$ cat config.mk
export PLATFORM = sky130hd
export DESIGN_NAME = controle_gera_frame_flat
export DESIGN_NICKNAME = d
export VERILOG_FILES = /design/src/rtl/controle_gera_frame_if.sv /design/src/rtl/controle_gera_frame.sv /design/src/flat_wrapper.sv
export SDC_FILE = /design/constraint.sdc
export NUM_CORES = 1
export LEC_CHECK = 0
export ABC_AREA = 1
export ABC_CLOCK_PERIOD_IN_PS = 4200
export CELL_PAD_IN_SITES_DETAIL_PLACEMENT = 0
export CELL_PAD_IN_SITES_GLOBAL_PLACEMENT = 1
export CORE_UTILIZATION = 38
export CTS_BUF_LIST = sky130_fd_sc_hd__clkbuf_4 sky130_fd_sc_hd__clkbuf_8
export DETAILED_ROUTE_END_ITERATION = 10
export PLACE_DENSITY_LB_ADDON = 0.1
export SLEW_MARGIN = 10
export SYNTH_ARGS = -nofsm -noshare
export SYNTH_HDL_FRONTEND = slang
export SYNTH_SLANG_ARGS = --single-unit
$ cat constraint.sdc
create_clock -name clock -period 4.2 [get_ports clock]
set_clock_uncertainty 0.2 [all_clocks]
set_input_delay 0.84 -clock clock [delete_from_list [all_inputs] [get_ports clock]]
set_output_delay 0.84 -clock clock [all_outputs]
set_load 0.01 [all_outputs]
$ cat src/rtl/controle_gera_frame_if.sv
// rtl/controle_gera_frame_if.sv - handshake/bus bundle for the frame-generation control unit
//
// Groups every non-clock/reset signal of controle_gera_frame.
//   slave  : the control unit (consumes request, limits, loaded flag, clear-done; drives scan outputs)
//   master : the environment (frame requester, object memory, frame memory)
// Parameters must match those of the controle_gera_frame instance it is bound to.
interface controle_gera_frame_if #(
    parameter int NUM_CANAIS = 2,
    parameter int PROF_BITS  = 4
);
    localparam int CANAL_BITS = (NUM_CANAIS > 1) ? $clog2(NUM_CANAIS) : 1;
    localparam int CONT_BITS  = PROF_BITS + CANAL_BITS + 1;

    logic                           gera_frame;
    logic [NUM_CANAIS*PROF_BITS-1:0] limite;
    logic                           loaded;
    logic                           mem_pronta;
    logic [CANAL_BITS-1:0]          canal_sel;
    logic [PROF_BITS-1:0]           endereco_slot;
    logic                           clear_mem_frame;
    logic                           enable_mem_frame;
    logic [CONT_BITS-1:0]           contagem_objetos;
    logic                           ocupado;
    logic                           fim_gera_frame;
    logic [3:0]                     db_estado;

    modport master (
        output gera_frame, limite, loaded, mem_pronta,
        input  canal_sel, endereco_slot, clear_mem_frame, enable_mem_frame,
               contagem_objetos, ocupado, fim_gera_frame, db_estado
    );

    modport slave (
        input  gera_frame, limite, loaded, mem_pronta,
        output canal_sel, endereco_slot, clear_mem_frame, enable_mem_frame,
               contagem_objetos, ocupado, fim_gera_frame, db_estado
    );
endinterface

$ cat src/rtl/controle_gera_frame.sv
// rtl/controle_gera_frame.sv - frame-generation control unit (clear, slot scan, write strobes)
//
// On gera_frame: clear frame memory, wait for mem_pronta, then scan slots 0..limit of
// channels 0..NUM_CANAIS-1, strobing enable_mem_frame once per loaded slot; ends with a
// one-cycle fim_gera_frame.
// Ports: clock, reset (sync, active-high), bus (controle_gera_frame_if.slave):
//   in : gera_frame, limite, loaded, mem_pronta
//   out: canal_sel, endereco_slot, clear_mem_frame, enable_mem_frame,
//        contagem_objetos, ocupado, fim_gera_frame, db_estado
// Optional: GERA_FRAME_REINICIO_EN - gera_frame in LIMPA..PROXIMO restarts the frame.
module controle_gera_frame #(
    parameter int NUM_CANAIS = 2,
    parameter int PROF_BITS  = 4
) (
    input  logic                 clock,
    input  logic                 reset,
    controle_gera_frame_if.slave bus
);
    localparam int CANAL_BITS = (NUM_CANAIS > 1) ? $clog2(NUM_CANAIS) : 1;
    localparam int CONT_BITS  = PROF_BITS + CANAL_BITS + 1;

    typedef enum logic [3:0] {
        INICIAL         = 4'd0,
        ESPERA          = 4'd1,
        LIMPA           = 4'd2,
        AGUARDA_LIMPEZA = 4'd3,
        VERIFICA        = 4'd4,
        SALVA           = 4'd5,
        PROXIMO         = 4'd6,
        SINALIZA        = 4'd7
    } estado_t;

    estado_t               estado, prox_estado;
    logic [CANAL_BITS-1:0] canal_q;
    logic [PROF_BITS-1:0]  slot_q;
    logic [CONT_BITS-1:0]  cont_q;
    logic [PROF_BITS-1:0]  lim_q [NUM_CANAIS];
    logic [PROF_BITS-1:0]  lim_atual;
    logic                  slot_ultimo;
    logic                  canal_ultimo;

    // Limit of the channel being scanned, taken from the copy latched in LIMPA so that
    // later changes of limite cannot affect the frame in progress.
    always_comb begin
        lim_atual = '0;
        for (int k = 0; k < NUM_CANAIS; k++) begin
            if (canal_q == CANAL_BITS'(k)) begin
                lim_atual = lim_q[k];
            end
        end
    end

    assign slot_ultimo  = (slot_q >= lim_atual);
    assign canal_ultimo = (canal_q >= CANAL_BITS'(NUM_CANAIS - 1));

    always_ff @(posedge clock) begin
        if (reset) begin
            estado  <= INICIAL;
            canal_q <= '0;
            slot_q  <= '0;
            cont_q  <= '0;
            for (int k = 0; k < NUM_CANAIS; k++) begin
                lim_q[k] <= '0;
            end
        end else begin
            estado <= prox_estado;
            case (estado)
                LIMPA: begin
                    canal_q <= '0;
                    slot_q  <= '0;
                    cont_q  <= '0;
                    for (int k = 0; k < NUM_CANAIS; k++) begin
                        lim_q[k] <= bus.limite[k*PROF_BITS +: PROF_BITS];
                    end
                end
                SALVA: cont_q <= cont_q + CONT_BITS'(1);
                PROXIMO: begin
                    if (!slot_ultimo) begin
                        slot_q <= slot_q + PROF_BITS'(1);
                    end else if (!canal_ultimo) begin
                        canal_q <= canal_q + CANAL_BITS'(1);
                        slot_q  <= '0;
                    end
                end
                default: ;
            endcase
        end
    end

    always_comb begin
        prox_estado = estado;
        case (estado)
            INICIAL:         prox_estado = ESPERA;
            ESPERA:          if (bus.gera_frame) prox_estado = LIMPA;
            LIMPA:           prox_estado = AGUARDA_LIMPEZA;
            AGUARDA_LIMPEZA: if (bus.mem_pronta) prox_estado = VERIFICA;
            VERIFICA:        prox_estado = bus.loaded ? SALVA : PROXIMO;
            SALVA:           prox_estado = PROXIMO;
            PROXIMO:         prox_estado = (slot_ultimo && canal_ultimo) ? SINALIZA : VERIFICA;
            SINALIZA:        prox_estado = ESPERA;
            default:         prox_estado = INICIAL;
        endcase
`ifdef GERA_FRAME_REINICIO_EN
        // A new request mid-frame abandons the current frame; SINALIZA is excluded so a
        // finished frame always reports completion.
        if (bus.gera_frame && (estado inside {LIMPA, AGUARDA_LIMPEZA, VERIFICA, SALVA, PROXIMO})) begin
            prox_estado = LIMPA;
        end
`else
`endif
    end

    assign bus.canal_sel        = canal_q;
    assign bus.endereco_slot    = slot_q;
    assign bus.contagem_objetos = cont_q;
    assign bus.clear_mem_frame  = (estado == LIMPA);
    assign bus.enable_mem_frame = (estado == SALVA);
    assign bus.fim_gera_frame   = (estado == SINALIZA);
    assign bus.ocupado          = (estado != INICIAL) && (estado != ESPERA);
    assign bus.db_estado        = (estado > SINALIZA) ? 4'hF : 4'(estado);
endmodule

$ cat src/flat_wrapper.sv
// flat-port wrapper written by rule: the top's interface ports become plain ports
module controle_gera_frame_flat 
#(
    parameter int NUM_CANAIS = 2,
    parameter int PROF_BITS  = 4
)
  (clock, reset, bus_gera_frame, bus_limite, bus_loaded, bus_mem_pronta, bus_canal_sel, bus_endereco_slot, bus_clear_mem_frame, bus_enable_mem_frame, bus_contagem_objetos, bus_ocupado, bus_fim_gera_frame, bus_db_estado);
  controle_gera_frame_if #(.NUM_CANAIS(NUM_CANAIS), .PROF_BITS(PROF_BITS)) bus_i ();
  input  logic clock;
  input  logic reset;
  input wire logic [$bits(bus_i.gera_frame)-1:0] bus_gera_frame;
  input wire logic [$bits(bus_i.limite)-1:0] bus_limite;
  input wire logic [$bits(bus_i.loaded)-1:0] bus_loaded;
  input wire logic [$bits(bus_i.mem_pronta)-1:0] bus_mem_pronta;
  output wire logic [$bits(bus_i.canal_sel)-1:0] bus_canal_sel;
  output wire logic [$bits(bus_i.endereco_slot)-1:0] bus_endereco_slot;
  output wire logic [$bits(bus_i.clear_mem_frame)-1:0] bus_clear_mem_frame;
  output wire logic [$bits(bus_i.enable_mem_frame)-1:0] bus_enable_mem_frame;
  output wire logic [$bits(bus_i.contagem_objetos)-1:0] bus_contagem_objetos;
  output wire logic [$bits(bus_i.ocupado)-1:0] bus_ocupado;
  output wire logic [$bits(bus_i.fim_gera_frame)-1:0] bus_fim_gera_frame;
  output wire logic [$bits(bus_i.db_estado)-1:0] bus_db_estado;
  assign bus_i.gera_frame = bus_gera_frame;
  assign bus_i.limite = bus_limite;
  assign bus_i.loaded = bus_loaded;
  assign bus_i.mem_pronta = bus_mem_pronta;
  assign bus_canal_sel = bus_i.canal_sel;
  assign bus_endereco_slot = bus_i.endereco_slot;
  assign bus_clear_mem_frame = bus_i.clear_mem_frame;
  assign bus_enable_mem_frame = bus_i.enable_mem_frame;
  assign bus_contagem_objetos = bus_i.contagem_objetos;
  assign bus_ocupado = bus_i.ocupado;
  assign bus_fim_gera_frame = bus_i.fim_gera_frame;
  assign bus_db_estado = bus_i.db_estado;
  controle_gera_frame #(.NUM_CANAIS(NUM_CANAIS), .PROF_BITS(PROF_BITS)) u_core (.clock(clock), .reset(reset), .bus(bus_i));
endmodule
== Word-level counts from Yosys, hierarchy flattened ==
Memory sizes are Yosys's and may differ from the RTL's.
Cells that the tools add are included.

* Memory bits (writable): 8
* Register bits after elaboration: 15
* Output and inout bits: 19
* Memories kept: 1
* Bits of input ports: 13

{| class="wikitable"
|+ Memories
! memory !! depth !! bits a word !! rd ports !! clocked after memory_dff !! write ports !! line !! source
|-
| u_core.lim_q || 2 || 4 || 2 || 0 || 2 || controle_gera_frame.sv:37 || <nowiki>logic [PROF_BITS-1:0] lim_q [NUM_CANAIS];</nowiki>
|}

* Reduce and logical (&&, ||, !) cells: 10
* Multiplexer cells: 21
* Eq/ne operators: 13
* Magnitude comparators: 3
* Add/subtract/negate cells: 3
* Bitwise operators: 2

{| class="wikitable"
|+ Operators with widths
! kind !! count
|-
| 2-to-1 mux 4 bit || 8
|-
| case mux 4 bit (7 select lines) || 1
|-
| == test 4 x 3 -> 1 bit, second input constant || 4
|-
| case mux 6 bit (2 select lines) || 1
|-
| == test 4 x 2 -> 1 bit, second input constant || 2
|-
| case mux 4 bit (2 select lines) || 1
|-
| 2-to-1 mux 1 bit || 7
|-
| adder 6 x 1 -> 6 bit, second input constant || 1
|-
| != test 2 bit, second input constant || 3
|-
| adder 4 x 1 -> 4 bit, second input constant || 1
|-
| == test 4 x 1 -> 1 bit, second input constant || 1
|-
| >= comparator 4 bit || 1
|-
| > comparator 4 x 3 -> 1 bit, second input constant || 1
|-
| logical NOT 4 bit || 1
|-
| 2-to-1 mux 2 bit || 2
|-
| != test 4 x 1 -> 1 bit, second input constant || 1
|-
| AND reduction 2 bit || 2
|-
| nonzero test 2 bit || 2
|-
| nonzero test 4 bit || 1
|-
| != test 3 bit, second input constant || 1
|-
| AND reduction 3 bit || 1
|-
| logical AND 1 bit || 2
|-
| != test 2 x 1 -> 1 bit, second input constant || 1
|-
| OR 1 bit || 2
|-
| other kinds (4) || 4
|}

== Depth between registers and ports, before layout ==
Gate-level depths: netlist of the first run.
An unclocked memory read counts as a cell.

* Depth after elaboration: 6
* Mapped depth: 14
* Depth with buffers taken out: 13

== Worst setup path after synthesis of the first run ==
OpenSTA, ideal clock, no wires.

* Path type: reg-to-reg
* Start: register u_core.canal_q (netlist: u_core.bus.canal_sel)
* End: register u_core.slot_q[2] (netlist: u_core.bus.endereco_slot[2])
* Setup time: 120 ps
* Stages on the path, launching flop included: 10
* Required time: 3880 ps
* Arrival: 1726 ps
* Setup slack: 2154 ps
* Cells stage by stage: dfxtp_1 > clkbuf_1 > mux2i_1 > ha_1 > a21oi_1 > nand3_1 > nand2_1 > nand2_2 > nand2_1 > a21oi_2

* Word-level cells in the longest chain between the ends: 4
* Elaborated cells between the ends (all ways): 7
* Those cells by class: order compare (2); eq/ne (1); mux (3); reduce/logical (1)

{| class="wikitable"
|+ Ends and longest elaborated chain
! element !! line !! source
|-
| from (decl) || controle_gera_frame.sv:34 || <nowiki>logic [CANAL_BITS-1:0] canal_q;</nowiki>
|-
| from (signal assigned) || controle_gera_frame.sv:81 || <nowiki>canal_q <= canal_q + CANAL_BITS'(1);</nowiki>
|-
| 2-to-1 mux 4 bit || controle_gera_frame.sv:47 || <nowiki>if (canal_q == CANAL_BITS'(k)) begin</nowiki>
|-
| >= comparator 4 bit || controle_gera_frame.sv:53 || <nowiki>assign slot_ultimo = (slot_q >= lim_atual);</nowiki>
|-
| 2-to-1 mux 4 bit or != test 3 bit (tied branches) || - ||
|-
| case mux 4 bit (2 select lines) or AND reduction 2 bit (tied branches) || - ||
|-
| to (signal assigned) || controle_gera_frame.sv:79 || <nowiki>slot_q <= slot_q + PROF_BITS'(1);</nowiki>
|-
| to (decl) || controle_gera_frame.sv:35 || <nowiki>logic [PROF_BITS-1:0] slot_q;</nowiki>
|}

Several ways; a longest one is shown, not always the timed one.
A chain may end at the register's enable or synchronous reset.

== Worst setup path after layout of the first run ==
* Start: register u_core.estado[2]
* End: output port bus_clear_mem_frame

* Word-level cells in the longest chain between the ends: 1

{| class="wikitable"
|+ Ends and longest elaborated chain
! element !! line !! source
|-
| from (decl) || controle_gera_frame.sv:33 || <nowiki>estado_t estado, prox_estado;</nowiki>
|-
| from (signal assigned) || controle_gera_frame.sv:66 || <nowiki>estado <= prox_estado;</nowiki>
|-
| == test 4 x 2 -> 1 bit || controle_gera_frame.sv:116 || <nowiki>assign bus.clear_mem_frame = (estado == LIMPA);</nowiki>
|-
| to (decl) || flat_wrapper.sv:17 || <nowiki>output wire logic [$bits(bus_i.clear_mem_frame)-1:0] bus_clear_mem_frame;</nowiki>
|}

No other way between the ends.

==> results.cfg, run 1 <==
[run_status]
outcome = complete, but fails checks
violations = design-rule violations

[floorplan]
die_area_um2 = 3320
die_h_um = 57.6
io_pins = 32
start_util = 0.412
floorplan.rows = 19
die_w_um = 57.6
core_area_um2 = 2850

[critical_path]
slowest_delay_ns = 0.54
r2r-end = u_core.bus.endereco_slot[3]
r2r-start = u_core.bus.canal_sel
reg2regPathDepth = 8
required_ns = 3.16
start_kind = register
path_cells = nor2_1 > nand2_1 > inv_1 > clkdlybuf4s50_1
crit_path_start = u_core.estado[2]
crit_path_top_delay_cell = clkdlybuf4s50_1
worstSetupPathType = reg -> out
cp_max_fo = 8
critPathCaptureType = primary output
reg2reg_slack_ns = 2.07
arrival_ns = 1.76

[worst_hold_path]
min_from = u_core.bus.contagem_objetos[4]
hp-class = reg -> reg
whs_path_depth = 1
hold_path_end = u_core.bus.contagem_objetos[4]

[routing]
avgViaCountPerCell = 4.93
vias = 1041
drc = 2
ant_nets = 0
drt_iter0_drc = 34
wl_per_cell_um = 10.9
routed_wl_um = 2290
drt_pass1_iterations = 7

[global_route]
antenna_found_initial = 0
grt_pass1_vias = 939
grt_max_degree = 14
grt-ovfl-total = 0
grtUsageTotal = 0.153
grt_pass1_wl_um = 3930

[clock_network]
cts_tree = yes
clock_latency_ns = 0.31
htree_levels = 1
cts_buffers = 3
cts_hold_buffers = 0
cts_sinks = 22
clk_path_buf_depth = 2
clkTransAtPathRegs_ns = 0.12
post_cts_buffers = 0
cts-root-buf = clkbuf_4
cts_resized = 0

[layout]
area_growth_syn_to_layout_pct = 31.9
stdcell_count = 211
layout-drive-gt1-share = 0.0889
final_cell_mix = 31 x nand2_1, 30 x clkdlybuf4s50_1, 20 x inv_1
final_common_cell = nand2_1
n_antenna_cell = 0
finalNetCount = 200

[yosys]
synth_area_leaders = dfxtp_1 24%, edfxtp_1 20%, nand2_1 9.9%
ys_ff_latch = 22
muxShareOfSynthArea = 0.0256
syn_avg_cell_area_um2 = 7.89
synthDistinctLibCells = 27
synth_top_family_by_area = simple AND/OR/NAND/NOR gates
syn_nets = 168
syn_area_um2 = 1170
synth_ff_type = dfxtp_1
synth_simple_gate_area_frac = 0.244
seq_area_frac_synth = 0.443
synthCells = 149
yosys.area.top_type = dfxtp_1
synth_fa_ha_area_frac = 0.0639
synth_edf_count = 8
yosysTopAreaCellShare = 0.239
async_flop_share = 0
synth_xor_xnor_area_share = 0.0149
synth_compound_area_frac = 0.118
synth_warnings = 0

[sta]
grt_setup_unrepaired = false
setup_viol = 0
final.period_utilization = 0.666
slew_viol_final = 0
hold_viol = 0
finalSetupTns_ns = 0
fin_crit_ns = 2.80
max_freq_ghz = 0.358

[placement]
port_buffers = 30
dp_hpwl_um = 1810
globalplace.congestion = 0.756
place_inst = 207

[power_and_ir_drop]
leakagePower_nw = 0.670
ir_drop_mv = 0.206
p_per_area_nw_per_um2 = 338

[job]
drv_cap = 0
==> cells in the mapped netlist, types with 2 or more instances <==
cell / n
nand2_2: 2
ha_1: 6
o21ai_0: 3
mux2i_1: 3
a211oi_1: 2
a21oi_2: 4
nand4_1: 4
nand2_1: 31
dfxtp_1: 14
xor2_1: 2
inv_2: 3
a21oi_1: 11
nand3_1: 6
nor2_2: 3
inv_1: 20
edfxtp_1: 8
nor2_1: 17
==> power by group <==
group | switching (W) | internal (W)
registers | 0.0000127 | 0.000237
logic | 0.0000607 | 0.0000514
clock network | 0.0000654 | 0.0000965
total | 0.000139 | 0.000385
==> registers in the layout, summed over array words and instances, names as in the netlist <==
register	count
u_core.lim_q	8
u_core.bus.contagem_objetos	6
u_core.bus.endereco_slot	4
u_core.estado	3
u_core.bus.canal_sel	1
==> cells by family after synthesis <==
group | Yosys count
xor gates and xnor gates | 2
muxes | 3
AOI/OAI and AO/OA | 23
buffers and inverters | 26
and+or+nand+nor | 66
other | 1
adders and majority gates | 6
DFF | 22
==> critical path, delay by kind of cell, from the launching register on <==
family / cells / cell delay, ns
buffers and inverters: 2 / 0.67
DFF: 1 / 0.42
and+or+nand+nor: 2 / 0.36
==> how the worst max path moves through the flow <==
| stage | depth (start not counted) | slack, ns | to |
|---|---|---|---|
| 6_report | 4 | 1.40 | bus_clear_mem_frame |
| 5_1_grt | 4 | 1.28 | bus_clear_mem_frame |
| 4_1_cts | 4 | 1.38 | bus_clear_mem_frame |
| 3_5_place_dp | 3 | 1.52 | u_core.lim_q[0][1] |
| 3_3_place_gp | 3 | 1.56 | u_core.lim_q[0][1] |
| 2_1_floorplan | 9 | 2.15 | u_core.bus.endereco_slot[2] |
==> cell type report <==
cell class / count / area (um^2)
clock buffers: 3 / 22.5
multi-input cells: 101 / 552
clock inverters: 1 / 30.0
fillers: 287 / 1300
inverters: 23 / 86.3
well taps: 31 / 38.8
repair buffers: 30 / 300
flip-flops and latches: 22 / 520
==> routing by layer <==
metal  wire length [um]  share of wire  GRT usage
met4                 16         0.0070     0.0418
met1               1140           0.50      0.199
met5                  0              0          0
met2                987           0.43      0.246
met3                150          0.065     0.0454
==> per-stage QoR <==
| step | total power, W | cell area, um^2 | hold WS, ns | util | worst slack, ns |
|---|---|---|---|---|---|
| finish | 0.000524 | 1550 | 0.314 | 0.543 | 1.40 |
| global route | 0.000549 | 1550 | 0.347 | 0.543 | 1.28 |
| CTS | 0.000528 | 1550 | 0.322 | 0.543 | 1.38 |
| detailed placement | 0.000368 | 1500 | 0.297 | 0.525 | 1.52 |
| global placement | 0.000366 | 1500 | 0.295 | 0.525 | 1.56 |
| floorplan | 0.000323 | 1170 | 0.302 | - | 2.15 |
No activity file was read; power rests on OpenSTA's default activity.
==> run 2: changes to the inputs <==
Settings changed: ABC_CLOCK_PERIOD_IN_PS 4200 to 2350, CORE_UTILIZATION 38 to 32.
Clock period 4.2 ns to 2.35 ns, I/O delays scaled along.
==> run 2 against run 1 <==
  * The run now ends clean
  * Cell area up 2.2%
  * Cell count up 8.5%
  * Combinational power up 85%
==> results.cfg, run 2 (synthesized netlist as in run 1, its figures left out) <==
[routing]
vias = 1059
drt_pass1_iterations = 4
drc = 0
avgViaCountPerCell = 4.62
drt_iter0_drc = 20
wl_per_cell_um = 10.6
ant_nets = 0
routed_wl_um = 2440

[clock_network]
clk_path_buf_depth = 2
clock_latency_ns = 0.31
cts_buffers = 3
cts_hold_buffers = 0
clkTransAtPathRegs_ns = 0.13
cts_sinks = 22
cts-root-buf = clkbuf_4
htree_levels = 1
cts_tree = yes

[sta]
setup_viol = 0
final.period_utilization = 0.952
max_freq_ghz = 0.447
grt_setup_unrepaired = false
hold_viol = 0
finalSetupTns_ns = 0
fin_crit_ns = 2.24
slew_viol_final = 0

[layout]
layout-drive-gt1-share = 0.120
multi_input_comb_area_um2 = 552
seqCellArea_um2 = 527
fillCellCount = 370
final_cell_mix = 31 x nand2_1, 29 x clkdlybuf4s50_1, 20 x inv_1
largest_register_ffs = 8
area_growth_syn_to_layout_pct = 34.8
stdcell_count = 229
final_common_cell = nand2_1
finalNetCount = 203
n_antenna_cell = 0
regMostFlops = u_core.lim_q

[worst_hold_path]
hp-class = reg -> reg

[global_route]
grt-ovfl-total = 0
grt_pass1_wl_um = 4330
grt_pass1_vias = 986
antenna_found_initial = 0
grtUsageTotal = 0.136
grt_max_degree = 13

[power_and_ir_drop]
p_per_area_nw_per_um2 = 548
leakagePower_nw = 0.696
ir_drop_mv = 0.323

[floorplan]
die_w_um = 62.6
io_pins = 32
floorplan.rows = 21
start_util = 0.344
core_area_um2 = 3420
die_area_um2 = 3920
die_h_um = 62.6

[critical_path]
required_ns = 1.68
worstSetupPathType = reg -> out
critPathCaptureType = primary output
cp_max_fo = 6
arrival_ns = 1.57
start_kind = register

[placement]
dp_hpwl_um = 1920
place_inst = 225
port_buffers = 30
globalplace.congestion = 0.743

[job]
drv_cap = 0

[run_status]
outcome = finished, final reports clean
## run 2: cell types whose count changed in the layout (fill, tap and decap cells not counted)
cell	previous run	this run
dfxtp_2	0	2
dlymetal6s2s_1	0	1
clkdlybuf4s50_1	30	29
dfxtp_1	14	11
dfxtp_4	0	1
buf_4	0	3
clkbuf_8	0	1
bufinv_16	1	0
## run 2: worst paths after layout
| check | start | slack (ns) | end | cells after the start |
|---|---|---|---|---|
| max | u_core.estado[0] | 0.11 | bus_clear_mem_frame | 4 |
| min | u_core.bus.contagem_objetos[4] | 0.31 | u_core.bus.contagem_objetos[4] | 1 |
| max reg2reg | u_core.bus.canal_sel | 0.39 | u_core.bus.endereco_slot[2] | 8 |
| min reg2reg | u_core.bus.contagem_objetos[4] | 0.31 | u_core.bus.contagem_objetos[4] | 1 |
## run 2: cell type report
class | instances | share of cell area
inverter | 23 | 0.0545
clock buffer | 4 | 0.0229
tap | 46 | 0.0363
timing repair buffer | 33 | 0.205
multi-input combinational | 101 | 0.348
sequential | 22 | 0.333
## run 2: per-stage QoR
stage               power [W]  hold WS [ns]  utilization  setup slack (ns)  instance area [um^2]
floorplan            0.000576         0.302            -             0.304                  1170
global placement     0.000664         0.276        0.451             0.313                  1540
detailed placement   0.000664         0.289        0.451             0.325                  1540
CTS                  0.000878         0.311        0.462            0.0341                  1580
global route         0.000925         0.332        0.464           0.00937                  1580
finish               0.000868         0.308        0.464             0.113                  1580
## run 2: power breakdown
| part | switching [W] | total, W | internal (W) |
|---|---|---|---|
| clock | 0.000118 | 0.000213 | 0.0000945 |
| combinational | 0.000111 | 0.000207 | 0.0000963 |
| sequential | 0.0000220 | 0.000448 | 0.000426 |
| total | 0.000251 | 0.000868 | 0.000617 |
## run 2: what timing repair did
action,in CTS,in global routing
gates resized for setup,1,4
setup endpoints to repair,1,3
buffers inserted,0,0
## run 2: critical path: stages (launching register included)
cell             delay [ns]
dfxtp_4                0.39
nor2_1                 0.14
nand2_1                0.10
inv_1                  0.09
clkdlybuf4s50_1        0.53
## run 2: per-layer routing
layer / up-vias / global-route usage / part of all wire
met4: 0 / 0.0436 / 0.0049
met2: 30 / 0.220 / 0.45
met3: 2 / 0.0274 / 0.049
met1: 474 / 0.182 / 0.49
li1: 553 / - / -
met5: - / 0 / 0
==> run 3: changes to the inputs <==
Settings changed: CTS_CLUSTER_DIAMETER from default to 60.
==> results of run 3 <==
Same layout as run 2: the final DEF is identical, and so are final timing and power.
